[src/rtl/data_access_sched_pkg.sv]
// Shared types and width helpers for the per-bank data access scheduler.
package data_access_sched_pkg;

  typedef enum logic {
    ST_INIT,
    ST_RUN
  } sched_state_e;

  function automatic int calc_wsel_w(input int words_per_line);
    return (words_per_line > 1) ? $clog2(words_per_line) : 1;
  endfunction

  function automatic int calc_lsel_w(input int lines);
    return (lines > 1) ? $clog2(lines) : 1;
  endfunction

endpackage

[src/rtl/data_access_sched_if.sv]
// Single-ported data store access bus: the scheduler is master, the data store is slave.
interface data_access_sched_if #(
  parameter int NUM_PORTS      = 1,
  parameter int WORD_SIZE      = 4,
  parameter int WORDS_PER_LINE = 4,
  parameter int LINE_ADDR_W    = 26
);
  import data_access_sched_pkg::*;

  localparam int WORD_WIDTH = 8 * WORD_SIZE;
  localparam int WSEL_W     = calc_wsel_w(WORDS_PER_LINE);

  logic                                 da_stall;
  logic                                 da_read;
  logic                                 da_fill;
  logic                                 da_write;
  logic [LINE_ADDR_W-1:0]               da_addr;
  logic [NUM_PORTS*WSEL_W-1:0]          da_wsel;
  logic [NUM_PORTS-1:0]                 da_pmask;
  logic [NUM_PORTS*WORD_SIZE-1:0]       da_byteen;
  logic [WORDS_PER_LINE*WORD_WIDTH-1:0] da_fill_data;
  logic [NUM_PORTS*WORD_WIDTH-1:0]      da_write_data;
  logic [NUM_PORTS*WORD_WIDTH-1:0]      da_read_data;

  modport master (
    output da_stall, da_read, da_fill, da_write, da_addr, da_wsel, da_pmask,
           da_byteen, da_fill_data, da_write_data,
    input  da_read_data
  );

  modport slave (
    input  da_stall, da_read, da_fill, da_write, da_addr, da_wsel, da_pmask,
           da_byteen, da_fill_data, da_write_data,
    output da_read_data
  );

endinterface

[src/rtl/data_access_rsp_queue.sv]
// Small FIFO holding read responses (data + tag) until the consumer takes them.
module data_access_rsp_queue #(
  parameter int DEPTH = 2,
  parameter int WIDTH = 40,
  parameter int CNT_W = 2
) (
  input  logic             clk,
  input  logic             reset,
  input  logic             push,
  input  logic [WIDTH-1:0] push_data,
  input  logic             pop,
  output logic [WIDTH-1:0] head_data,
  output logic             empty,
  output logic [CNT_W-1:0] count
);

  localparam int PTR_W = (DEPTH > 1) ? $clog2(DEPTH) : 1;

  logic [WIDTH-1:0] mem_q [DEPTH];
  logic [WIDTH-1:0] mem_d [DEPTH];
  logic [PTR_W-1:0] wr_ptr_q, wr_ptr_d;
  logic [PTR_W-1:0] rd_ptr_q, rd_ptr_d;
  logic [CNT_W-1:0] count_q, count_d;
  logic             pop_ok;

  function automatic logic [PTR_W-1:0] ptr_inc(input logic [PTR_W-1:0] p);
    return (p == PTR_W'(DEPTH - 1)) ? '0 : p + PTR_W'(1);
  endfunction

  always_comb begin
    mem_d    = mem_q;
    wr_ptr_d = wr_ptr_q;
    rd_ptr_d = rd_ptr_q;
    count_d  = count_q;
    pop_ok   = pop && (count_q != '0);
    if (push) begin
      mem_d[wr_ptr_q] = push_data;
      wr_ptr_d        = ptr_inc(wr_ptr_q);
    end
    if (pop_ok) begin
      rd_ptr_d = ptr_inc(rd_ptr_q);
    end
    case ({push, pop_ok})
      2'b10:   count_d = count_q + CNT_W'(1);
      2'b01:   count_d = count_q - CNT_W'(1);
      default: count_d = count_q;
    endcase
  end

  always_ff @(posedge clk) begin
    if (reset) begin
      wr_ptr_q <= '0;
      rd_ptr_q <= '0;
      count_q  <= '0;
    end else begin
      wr_ptr_q <= wr_ptr_d;
      rd_ptr_q <= rd_ptr_d;
      count_q  <= count_d;
    end
  end

  // Storage needs no reset: the pointers and count define what is valid.
  always_ff @(posedge clk) begin
    mem_q <= mem_d;
  end

  assign head_data = mem_q[rd_ptr_q];
  assign empty     = (count_q == '0);
  assign count     = count_q;

endmodule

[src/rtl/data_access_sched.sv]
// Per-bank scheduler: zero-fills every line after reset, then arbitrates fills vs core
// requests onto the single-ported data store and queues read responses under credit control.
module data_access_sched
  import data_access_sched_pkg::*;
#(
  parameter int NUM_PORTS      = 1,
  parameter int WORD_SIZE      = 4,
  parameter int WORDS_PER_LINE = 4,
  parameter int LINES          = 64,
  parameter int LINE_ADDR_W    = 26,
  parameter int TAG_WIDTH      = 8,
  parameter int FILL_BURST     = 4,
  parameter int RSP_DEPTH      = 2
) (
  input  logic                                          clk,
  input  logic                                          reset,
  input  logic                                          fill_valid,
  input  logic [LINE_ADDR_W-1:0]                        fill_addr,
  input  logic [WORDS_PER_LINE*8*WORD_SIZE-1:0]         fill_data_in,
  output logic                                          fill_ready,
  input  logic                                          core_valid,
  input  logic                                          core_rw,
  input  logic [LINE_ADDR_W-1:0]                        core_addr,
  input  logic [NUM_PORTS*calc_wsel_w(WORDS_PER_LINE)-1:0] core_wsel,
  input  logic [NUM_PORTS-1:0]                          core_pmask,
  input  logic [NUM_PORTS*WORD_SIZE-1:0]                core_byteen,
  input  logic [NUM_PORTS*8*WORD_SIZE-1:0]              core_data,
  input  logic [TAG_WIDTH-1:0]                          core_tag,
  output logic                                          core_ready,
  data_access_sched_if.master                           da,
  output logic                                          rsp_valid,
  output logic [NUM_PORTS*8*WORD_SIZE-1:0]              rsp_data,
  output logic [TAG_WIDTH-1:0]                          rsp_tag,
  input  logic                                          rsp_ready,
  output logic                                          init_done
);

  localparam int WORD_WIDTH = 8 * WORD_SIZE;
  localparam int LSEL_W     = calc_lsel_w(LINES);
  localparam int DATA_W     = NUM_PORTS * WORD_WIDTH;
  localparam int CNT_W      = $clog2(RSP_DEPTH + 1);
  localparam int BURST_W    = $clog2(FILL_BURST + 1);

  sched_state_e        state_q, state_d;
  logic [LSEL_W-1:0]   init_cnt_q, init_cnt_d;
  logic [BURST_W-1:0]  burst_q, burst_d;
  logic                inflight_q, inflight_d;
  logic [TAG_WIDTH-1:0] tag_q, tag_d;

  logic                core_elig;
  logic                grant_fill;
  logic                grant_core;
  logic                rsp_empty;
  logic [CNT_W-1:0]    rsp_count;

  data_access_rsp_queue #(
    .DEPTH (RSP_DEPTH),
    .WIDTH (DATA_W + TAG_WIDTH),
    .CNT_W (CNT_W)
  ) u_rsp_queue (
    .clk       (clk),
    .reset     (reset),
    .push      (inflight_q),
    .push_data ({da.da_read_data, tag_q}),
    .pop       (rsp_valid && rsp_ready),
    .head_data ({rsp_data, rsp_tag}),
    .empty     (rsp_empty),
    .count     (rsp_count)
  );

  assign rsp_valid = !rsp_empty;
  assign init_done = (state_q == ST_RUN) && !reset;

  // Credit counts the queued responses plus the read whose data lands next cycle.
  always_comb begin
    state_d    = state_q;
    init_cnt_d = init_cnt_q;
    burst_d    = burst_q;
    inflight_d = 1'b0;
    tag_d      = tag_q;

    fill_ready       = 1'b0;
    core_ready       = 1'b0;
    da.da_stall      = 1'b1;
    da.da_read       = 1'b0;
    da.da_fill       = 1'b0;
    da.da_write      = 1'b0;
    da.da_addr       = '0;
    da.da_wsel       = '0;
    da.da_pmask      = '0;
    da.da_byteen     = '0;
    da.da_fill_data  = '0;
    da.da_write_data = '0;

    core_elig  = core_valid &&
                 (core_rw || ((int'(rsp_count) + int'(inflight_q)) < RSP_DEPTH));
    grant_fill = 1'b0;
    grant_core = 1'b0;

    if (!reset) begin
      case (state_q)
        ST_INIT: begin
          da.da_fill  = 1'b1;
          da.da_stall = 1'b0;
          da.da_addr  = LINE_ADDR_W'(init_cnt_q);
          init_cnt_d  = init_cnt_q + LSEL_W'(1);
          if (init_cnt_q == LSEL_W'(LINES - 1)) begin
            state_d = ST_RUN;
          end
        end
        ST_RUN: begin
          grant_fill = fill_valid && !(core_elig && (burst_q == BURST_W'(FILL_BURST)));
          grant_core = !grant_fill && core_elig;

          if (grant_core || !core_elig) begin
            burst_d = '0;
          end else if (grant_fill && (burst_q != BURST_W'(FILL_BURST))) begin
            burst_d = burst_q + BURST_W'(1);
          end

          if (grant_fill) begin
            fill_ready      = 1'b1;
            da.da_fill      = 1'b1;
            da.da_stall     = 1'b0;
            da.da_addr      = fill_addr;
            da.da_fill_data = fill_data_in;
          end else if (grant_core) begin
            core_ready       = 1'b1;
            da.da_read       = !core_rw;
            da.da_write      = core_rw;
            da.da_stall      = 1'b0;
            da.da_addr       = core_addr;
            da.da_wsel       = core_wsel;
            da.da_pmask      = core_pmask;
            da.da_byteen     = core_byteen;
            da.da_write_data = core_data;
            inflight_d       = !core_rw;
            if (!core_rw) begin
              tag_d = core_tag;
            end
          end
        end
      endcase
    end
  end

  always_ff @(posedge clk) begin
    if (reset) begin
      state_q    <= ST_INIT;
      init_cnt_q <= '0;
      burst_q    <= '0;
      inflight_q <= 1'b0;
      tag_q      <= '0;
    end else begin
      state_q    <= state_d;
      init_cnt_q <= init_cnt_d;
      burst_q    <= burst_d;
      inflight_q <= inflight_d;
      tag_q      <= tag_d;
    end
  end

endmodule

[src/flat_wrapper.sv]
// flat-port wrapper written by rule: the top's interface ports become plain ports
module data_access_sched_flat import data_access_sched_pkg::*;
#(
  parameter int NUM_PORTS      = 1,
  parameter int WORD_SIZE      = 4,
  parameter int WORDS_PER_LINE = 4,
  parameter int LINES          = 64,
  parameter int LINE_ADDR_W    = 26,
  parameter int TAG_WIDTH      = 8,
  parameter int FILL_BURST     = 4,
  parameter int RSP_DEPTH      = 2
)
  (clk, reset, fill_valid, fill_addr, fill_data_in, fill_ready, core_valid, core_rw, core_addr, core_wsel, core_pmask, core_byteen, core_data, core_tag, core_ready, rsp_valid, rsp_data, rsp_tag, rsp_ready, init_done, da_da_stall, da_da_read, da_da_fill, da_da_write, da_da_addr, da_da_wsel, da_da_pmask, da_da_byteen, da_da_fill_data, da_da_write_data, da_da_read_data);
  data_access_sched_if #(.NUM_PORTS(NUM_PORTS), .WORD_SIZE(WORD_SIZE), .WORDS_PER_LINE(WORDS_PER_LINE), .LINE_ADDR_W(LINE_ADDR_W)) da_i ();
  input  logic clk;
  input  logic reset;
  input  logic fill_valid;
  input  logic [LINE_ADDR_W-1:0] fill_addr;
  input  logic [WORDS_PER_LINE*8*WORD_SIZE-1:0] fill_data_in;
  output logic fill_ready;
  input  logic core_valid;
  input  logic core_rw;
  input  logic [LINE_ADDR_W-1:0] core_addr;
  input  logic [NUM_PORTS*calc_wsel_w(WORDS_PER_LINE)-1:0] core_wsel;
  input  logic [NUM_PORTS-1:0] core_pmask;
  input  logic [NUM_PORTS*WORD_SIZE-1:0] core_byteen;
  input  logic [NUM_PORTS*8*WORD_SIZE-1:0] core_data;
  input  logic [TAG_WIDTH-1:0] core_tag;
  output logic core_ready;
  output logic rsp_valid;
  output logic [NUM_PORTS*8*WORD_SIZE-1:0] rsp_data;
  output logic [TAG_WIDTH-1:0] rsp_tag;
  input  logic rsp_ready;
  output logic init_done;
  output wire logic [$bits(da_i.da_stall)-1:0] da_da_stall;
  output wire logic [$bits(da_i.da_read)-1:0] da_da_read;
  output wire logic [$bits(da_i.da_fill)-1:0] da_da_fill;
  output wire logic [$bits(da_i.da_write)-1:0] da_da_write;
  output wire logic [$bits(da_i.da_addr)-1:0] da_da_addr;
  output wire logic [$bits(da_i.da_wsel)-1:0] da_da_wsel;
  output wire logic [$bits(da_i.da_pmask)-1:0] da_da_pmask;
  output wire logic [$bits(da_i.da_byteen)-1:0] da_da_byteen;
  output wire logic [$bits(da_i.da_fill_data)-1:0] da_da_fill_data;
  output wire logic [$bits(da_i.da_write_data)-1:0] da_da_write_data;
  input wire logic [$bits(da_i.da_read_data)-1:0] da_da_read_data;
  assign da_da_stall = da_i.da_stall;
  assign da_da_read = da_i.da_read;
  assign da_da_fill = da_i.da_fill;
  assign da_da_write = da_i.da_write;
  assign da_da_addr = da_i.da_addr;
  assign da_da_wsel = da_i.da_wsel;
  assign da_da_pmask = da_i.da_pmask;
  assign da_da_byteen = da_i.da_byteen;
  assign da_da_fill_data = da_i.da_fill_data;
  assign da_da_write_data = da_i.da_write_data;
  assign da_i.da_read_data = da_da_read_data;
  data_access_sched #(.NUM_PORTS(NUM_PORTS), .WORD_SIZE(WORD_SIZE), .WORDS_PER_LINE(WORDS_PER_LINE), .LINES(LINES), .LINE_ADDR_W(LINE_ADDR_W), .TAG_WIDTH(TAG_WIDTH), .FILL_BURST(FILL_BURST), .RSP_DEPTH(RSP_DEPTH)) u_core (.clk(clk), .reset(reset), .fill_valid(fill_valid), .fill_addr(fill_addr), .fill_data_in(fill_data_in), .fill_ready(fill_ready), .core_valid(core_valid), .core_rw(core_rw), .core_addr(core_addr), .core_wsel(core_wsel), .core_pmask(core_pmask), .core_byteen(core_byteen), .core_data(core_data), .core_tag(core_tag), .core_ready(core_ready), .da(da_i), .rsp_valid(rsp_valid), .rsp_data(rsp_data), .rsp_tag(rsp_tag), .rsp_ready(rsp_ready), .init_done(init_done));
endmodule
[config.mk]
export PLATFORM = sky130hd
export DESIGN_NAME = data_access_sched_flat
export DESIGN_NICKNAME = d
export VERILOG_FILES = /design/src/rtl/data_access_sched_pkg.sv /design/src/rtl/data_access_sched_if.sv /design/src/rtl/data_access_rsp_queue.sv /design/src/rtl/data_access_sched.sv /design/src/flat_wrapper.sv
export SDC_FILE = /design/constraint.sdc
export NUM_CORES = 1
export LEC_CHECK = 0
export BUFFER_PORTS_ARGS = -buffer_cell sky130_fd_sc_hd__buf_2
export CORE_AREA = 2 2 198 200
export CTS_CLUSTER_DIAMETER = 60
export DETAILED_ROUTE_END_ITERATION = 12
export DIE_AREA = 0 0 200 202
export RECOVER_POWER = 100
export SYNTH_ARGS = -nofsm -noshare
export SYNTH_HDL_FRONTEND = slang
export SYNTH_SLANG_ARGS = --single-unit
[constraint.sdc]
create_clock -name clk -period 6.3 [get_ports clk]
set_input_delay 0.63 -clock clk [delete_from_list [all_inputs] [get_ports clk]]
set_output_delay 0.63 -clock clk [all_outputs]
set_load 0.01 [all_outputs]
Word-level counts from Yosys, hierarchy flattened

Cells that the tools add are included.
W data, S select, Z words.

Input bits: 265
Logic and storage cells: 111
Register bits: 103
Output and inout port bits: 241

$add $sub $neg: 7
Reductions and logical operators: 23
Bitwise operators: 5
$lt $le $gt $ge: 4
Mux-type cells: 57
Equal/unequal tests: 5

Operator list:

| kind                  | number |
|---|---|
| $mux W128             | 3 |
| $mux W40              | 4 |
| $mux W32              | 4 |
| $bwmux W80            | 1 |
| $mux W26              | 3 |
| $pmux W26 S2          | 1 |
| $demux W40 S1         | 1 |
| $lt A32 B3 Y1 const B | 1 |
| $mux W1               | 27 |
| $mux W4               | 4 |
| $logic_and A1 B1 Y1   | 9 |
| $mux W2               | 4 |
| $add A6 B1 Y6 const B | 1 |
| $eq A6 B6 Y1 const B  | 1 |
| $logic_not A1 Y1      | 6 |
| $mux W3               | 2 |
| $reduce_bool A2 Y1    | 3 |
| $ge A2 B2 Y1 const B  | 2 |
| $not A1 Y2            | 2 |
| $pmux W1 S2           | 2 |
| $pmux W2 S2           | 1 |
| $reduce_and A4 Y1     | 1 |
| $add A2 B1 Y3         | 1 |
| $add A3 B1 Y3 const B | 1 |
| other kinds (12)      | 16 |

Depth between registers and ports, before layout

Depth after elaboration: 13
Gate-level depth with buffers: 8
Gate-level depth less buffers: 6

Hierarchy

Synthesis repeated with hierarchy kept, for this count alone.

Cells, all modules: 496
Area, all modules: 5487.8 um2

Modules (own cells, without submodules):

| module                | instances | area an instance (um2) | cells each |
|---|---|---|---|
| data_access_rsp_queue | 1         | 3056.7                 | 145 |
| data_access_sched     | 1         | 2431.1                 | 351 |

Worst setup path after synthesis

Ideal clock, no wire load.

Path kind: register -> register
From: register u_core.inflight_q
To: register u_core.u_rsp_queue.mem_q[40] (netlist name) (enable)
Path buffers: 0
Clock period less this slack: 2597 ps
Data arrival time: 2159 ps
Required time: 5863 ps
Slack: 3703 ps
Library setup time: 437 ps
Cell stages (with the launch flop): 3
Cell sequence: dfxtp_1 -> inv_1 -> nor2_1

RTL lines:

| item                   | line                        | source |
|---|---|---|
| from (decl)            | data_access_sched.sv:47     | `logic inflight_q, inflight_d;` |
| from (signal assigned) | data_access_sched.sv:158    | `inflight_q <= inflight_d;` |
| to (signal assigned)   | data_access_rsp_queue.sv:64 | `mem_q <= mem_d;` |
| to (decl)              | data_access_rsp_queue.sv:19 | `logic [WIDTH-1:0] mem_q [DEPTH];` |

No word-level cell between the ends.

Worst setup path after layout

From: input port reset
To: output port da_da_addr[3]

Longest elaborated chain between the ends: 1

RTL lines:

| item        | line                     | source |
|---|---|---|
| from (decl) | flat_wrapper.sv:16       | `input logic reset;` |
| $mux W26    | data_access_sched.sv:100 | `if (!reset) begin` |
| to (decl)   | flat_wrapper.sv:39       | `output wire logic [$bits(da_i.da_addr)-1:0] da_da_addr;` |

Every way passes these cells.

==> flow_summary.json <==
{
  "clk_pin_slew_ns": 0.08,
  "io_pins": 506,
  "synth-seq-cells": 103,
  "final.setup.tns_ns": 0,
  "fmax_ghz": 0.2083,
  "drtIter0Drc": 474,
  "routabilityCongestion": 0.9459,
  "ys_top_cells_by_area": "edfxtp_1 (44%), and3_1 (19%), dfxtp_1 (8.4%)",
  "violations": "max-capacitance violations, max-slew violations",
  "synth_fp_nets": 759,
  "cts_setup_buffers": 0,
  "worst_clock_skew_ns": 0.01016,
  "combPwrFrac": 0.092,
  "cts_buffers": 9,
  "ir_worst_vdd_mv": 0.1111,
  "syn2layout_area_growth_pct": 53.29,
  "yosys_warnings": 0,
  "power_density_mw_per_mm2": 167.3,
  "r2r-start": "u_core.inflight_q",
  "synth_top_area_frac": 0.4358,
  "dieArea_sq_mm": 0.04040,
  "routed_wl_microns": 33410,
  "synthCells": 490,
  "num-fill-cells": 4346,
  "hold_path_startpoint": "u_core.tag_q[1]",
  "final_common_cell": "clkbuf_1",
  "grt_max_degree": 171,
  "rsz0062_at_grt": "no",
  "cts_num_sinks": 103,
  "start_kind": "input port",
  "die_h_microns": 202,
  "cts_tree": "done",
  "hp-class": "flip-flop to flip-flop",
  "cp.arrival_ns": 4.17,
  "final_hold_viol_count": 0,
  "outcome": "finished with violations",
  "grt_pass1_wl_microns": 44260,
  "portBuffers": 505,
  "dp_hpwl_microns": 27740,
  "postCtsResizedCells": 0,
  "avgSynthCellArea_sq_um": 11.25,
  "relSlewSlack": -0.8757,
  "crit_start": "reset",
  "maxSlewViolCount": 317,
  "final_period_minus_worst_setup_slack_ns": 4.800,
  "clk_latency_ns": 0.35,
  "cp_max_fo": 31,
  "cts_hold_buf": 0,
  "drc": 0,
  "seq_area_frac_synth": 0.5193,
  "initial_core_util": 0.1440,
  "p_leak_nw": 3.932,
  "worstPathRequired_ns": 5.67,
  "power.internal_mw": 1.074,
  "hold_ws_ns": 0.4499,
  "grt_usage": 0.1561,
  "synth-edff-count": 80,
  "endpoint_kind": "output pin",
  "swShare": 0.2402,
  "seq_area_sq_mm": 0.002863,
  "cts_htree_levels": 3,
  "drv_cap": 5,
  "worstSetupPathType": "input port to output pin",
  "yosys.cell_types.count": 44,
  "worstMarginPinSlew_ns": 2.812,
  "multiInputGateArea_sq_mm": 0.002375,
  "final_antenna_net_count": 0,
  "antenna_found_initial": 41,
  "pwr-share-clk": 0.391,
  "synth_area_sq_mm": 0.005513,
  "setup_viol": 0,
  "nNetsFinal": 1224,
  "switchingPower_mw": 0.3395,
  "core_sq_mm": 0.03829,
  "final_cell_mix": "clkbuf_1 (256), buf_2 (250), and3_1 (168)",
  "die_x_microns": 200,
  "root_buffer": "clkbuf_16",
  "synth_top_cell_by_area": "edfxtp_1",
  "ys.flop_type": "edfxtp_1",
  "fin_crit_sh": 0.7619,
  "synthArstFlopShare": 0,
  "vias_per_cell": 4.134,
  "wl_per_cell_microns": 22.45,
  "pwr-share-seq": 0.517,
  "clk_path_buf_depth": 2,
  "rows": 72,
  "drive_above_1_share": 0.3271,
  "dr.pass1.iters": 5,
  "grt_pass1_vias": 5855,
  "overflow": 0,
  "via_count": 6152
}
==> registers in the layout, summed over array words and instances, names as in the netlist <==
signal and count:
u_core.u_rsp_queue.count 2, u_core.burst_q 3, u_core.state_q 1, u_core.u_rsp_queue.rd_ptr_q 1, u_core.u_rsp_queue.mem_q 80, u_core.tag_q 8, u_core.u_rsp_queue.wr_ptr_q 1, u_core.inflight_q 1
u_core.init_cnt_q 6
==> critical path: stages <==
cell,delay (ns)
clkbuf_1,0.53
nand2b_1,0.40
nor3_1,2.03
a221o_1,0.40
clkbuf_1,0.17
==> cells by family after synthesis <==
logic type	Yosys count	share of synthesized area
compound gates	46	0.06923
mux	49	0.09805
flops	103	0.5193
fa+ha+maj	4	0.009079
simple gates	220	0.2422
buf+inv	59	0.04789
xor+xnor	9	0.01430
==> metal layers <==
| layer | global-route usage | share of wire |
|---|---|---|
| met5 | 0 | 0.0023 |
| met4 | 0.05106 | 0.029 |
| met3 | 0.06407 | 0.11 |
| met2 | 0.2599 | 0.48 |
| met1 | 0.1807 | 0.38 |
==> Yosys cell counts, types with 2 or more instances <==
library cell and n:
a22o_1 20, nor2_1 22, a21oi_1 8, and2_1 2
buf_6 3, mux2i_1 9, nand4_1 4, inv_1 5
clkbuf_1 31, nand3_1 5, and3_1 168, a221o_1 2
a31oi_1 4, buf_2 12, buf_1 5, mux2_2 40
nor2b_1 5, o21ai_0 2, or3_1 2, xnor2_1 5
dfxtp_1 23, nand2b_1 6, edfxtp_1 80, xor2_1 4
ha_1 4
==> area by class of cell <==
cell class,instances,area share
antenna,10,0.002961
clock buffer,9,0.02665
clock inverter,7,0.008588
inverter,6,0.002665
multi-input combinational,328,0.2810
sequential,103,0.3388
tap,518,0.07670
timing repair buffer,507,0.2627
==> worst paths after layout <==
kind / endpoint / slack [ns] / depth (start not counted)
max: da_da_addr[3] / 1.50 / 5
min: u_core.u_rsp_queue.mem_q[1] / 0.45 / 0
max reg2reg: u_core.u_rsp_queue.mem_q[23] / 3.32 / 1
min reg2reg: u_core.u_rsp_queue.mem_q[1] / 0.45 / 0
==> per-stage QoR <==
step | power [mW] | util | cell area [sq um] | instances | setup slack [ns]
after CTS | 1.438 | 0.2293 | 8778 | 1478 | 2.293
after global routing | 1.466 | 0.2205 | 8441 | 1484 | 1.187
after global placement | 0.8757 | 0.2215 | 8481 | 1462 | 2.658
after floorplan | 0.7756 | - | 5513 | 490 | 3.703
after detailed placement | 0.8764 | 0.2215 | 8481 | 1462 | 2.608
final | 1.413 | 0.2207 | 8451 | 1488 | 1.500
==> power by group through the flow <==
stage | registers, mW | clock network (mW) | logic (mW)
floorplan | 0.747 | 0 | 0.0289
CTS | 0.731 | 0.576 | 0.131
detailed placement | 0.747 | 0 | 0.129
global placement | 0.747 | 0 | 0.129
finish | 0.731 | 0.553 | 0.129
global route | 0.732 | 0.595 | 0.140
No activity file was read; power rests on OpenSTA's default activity.
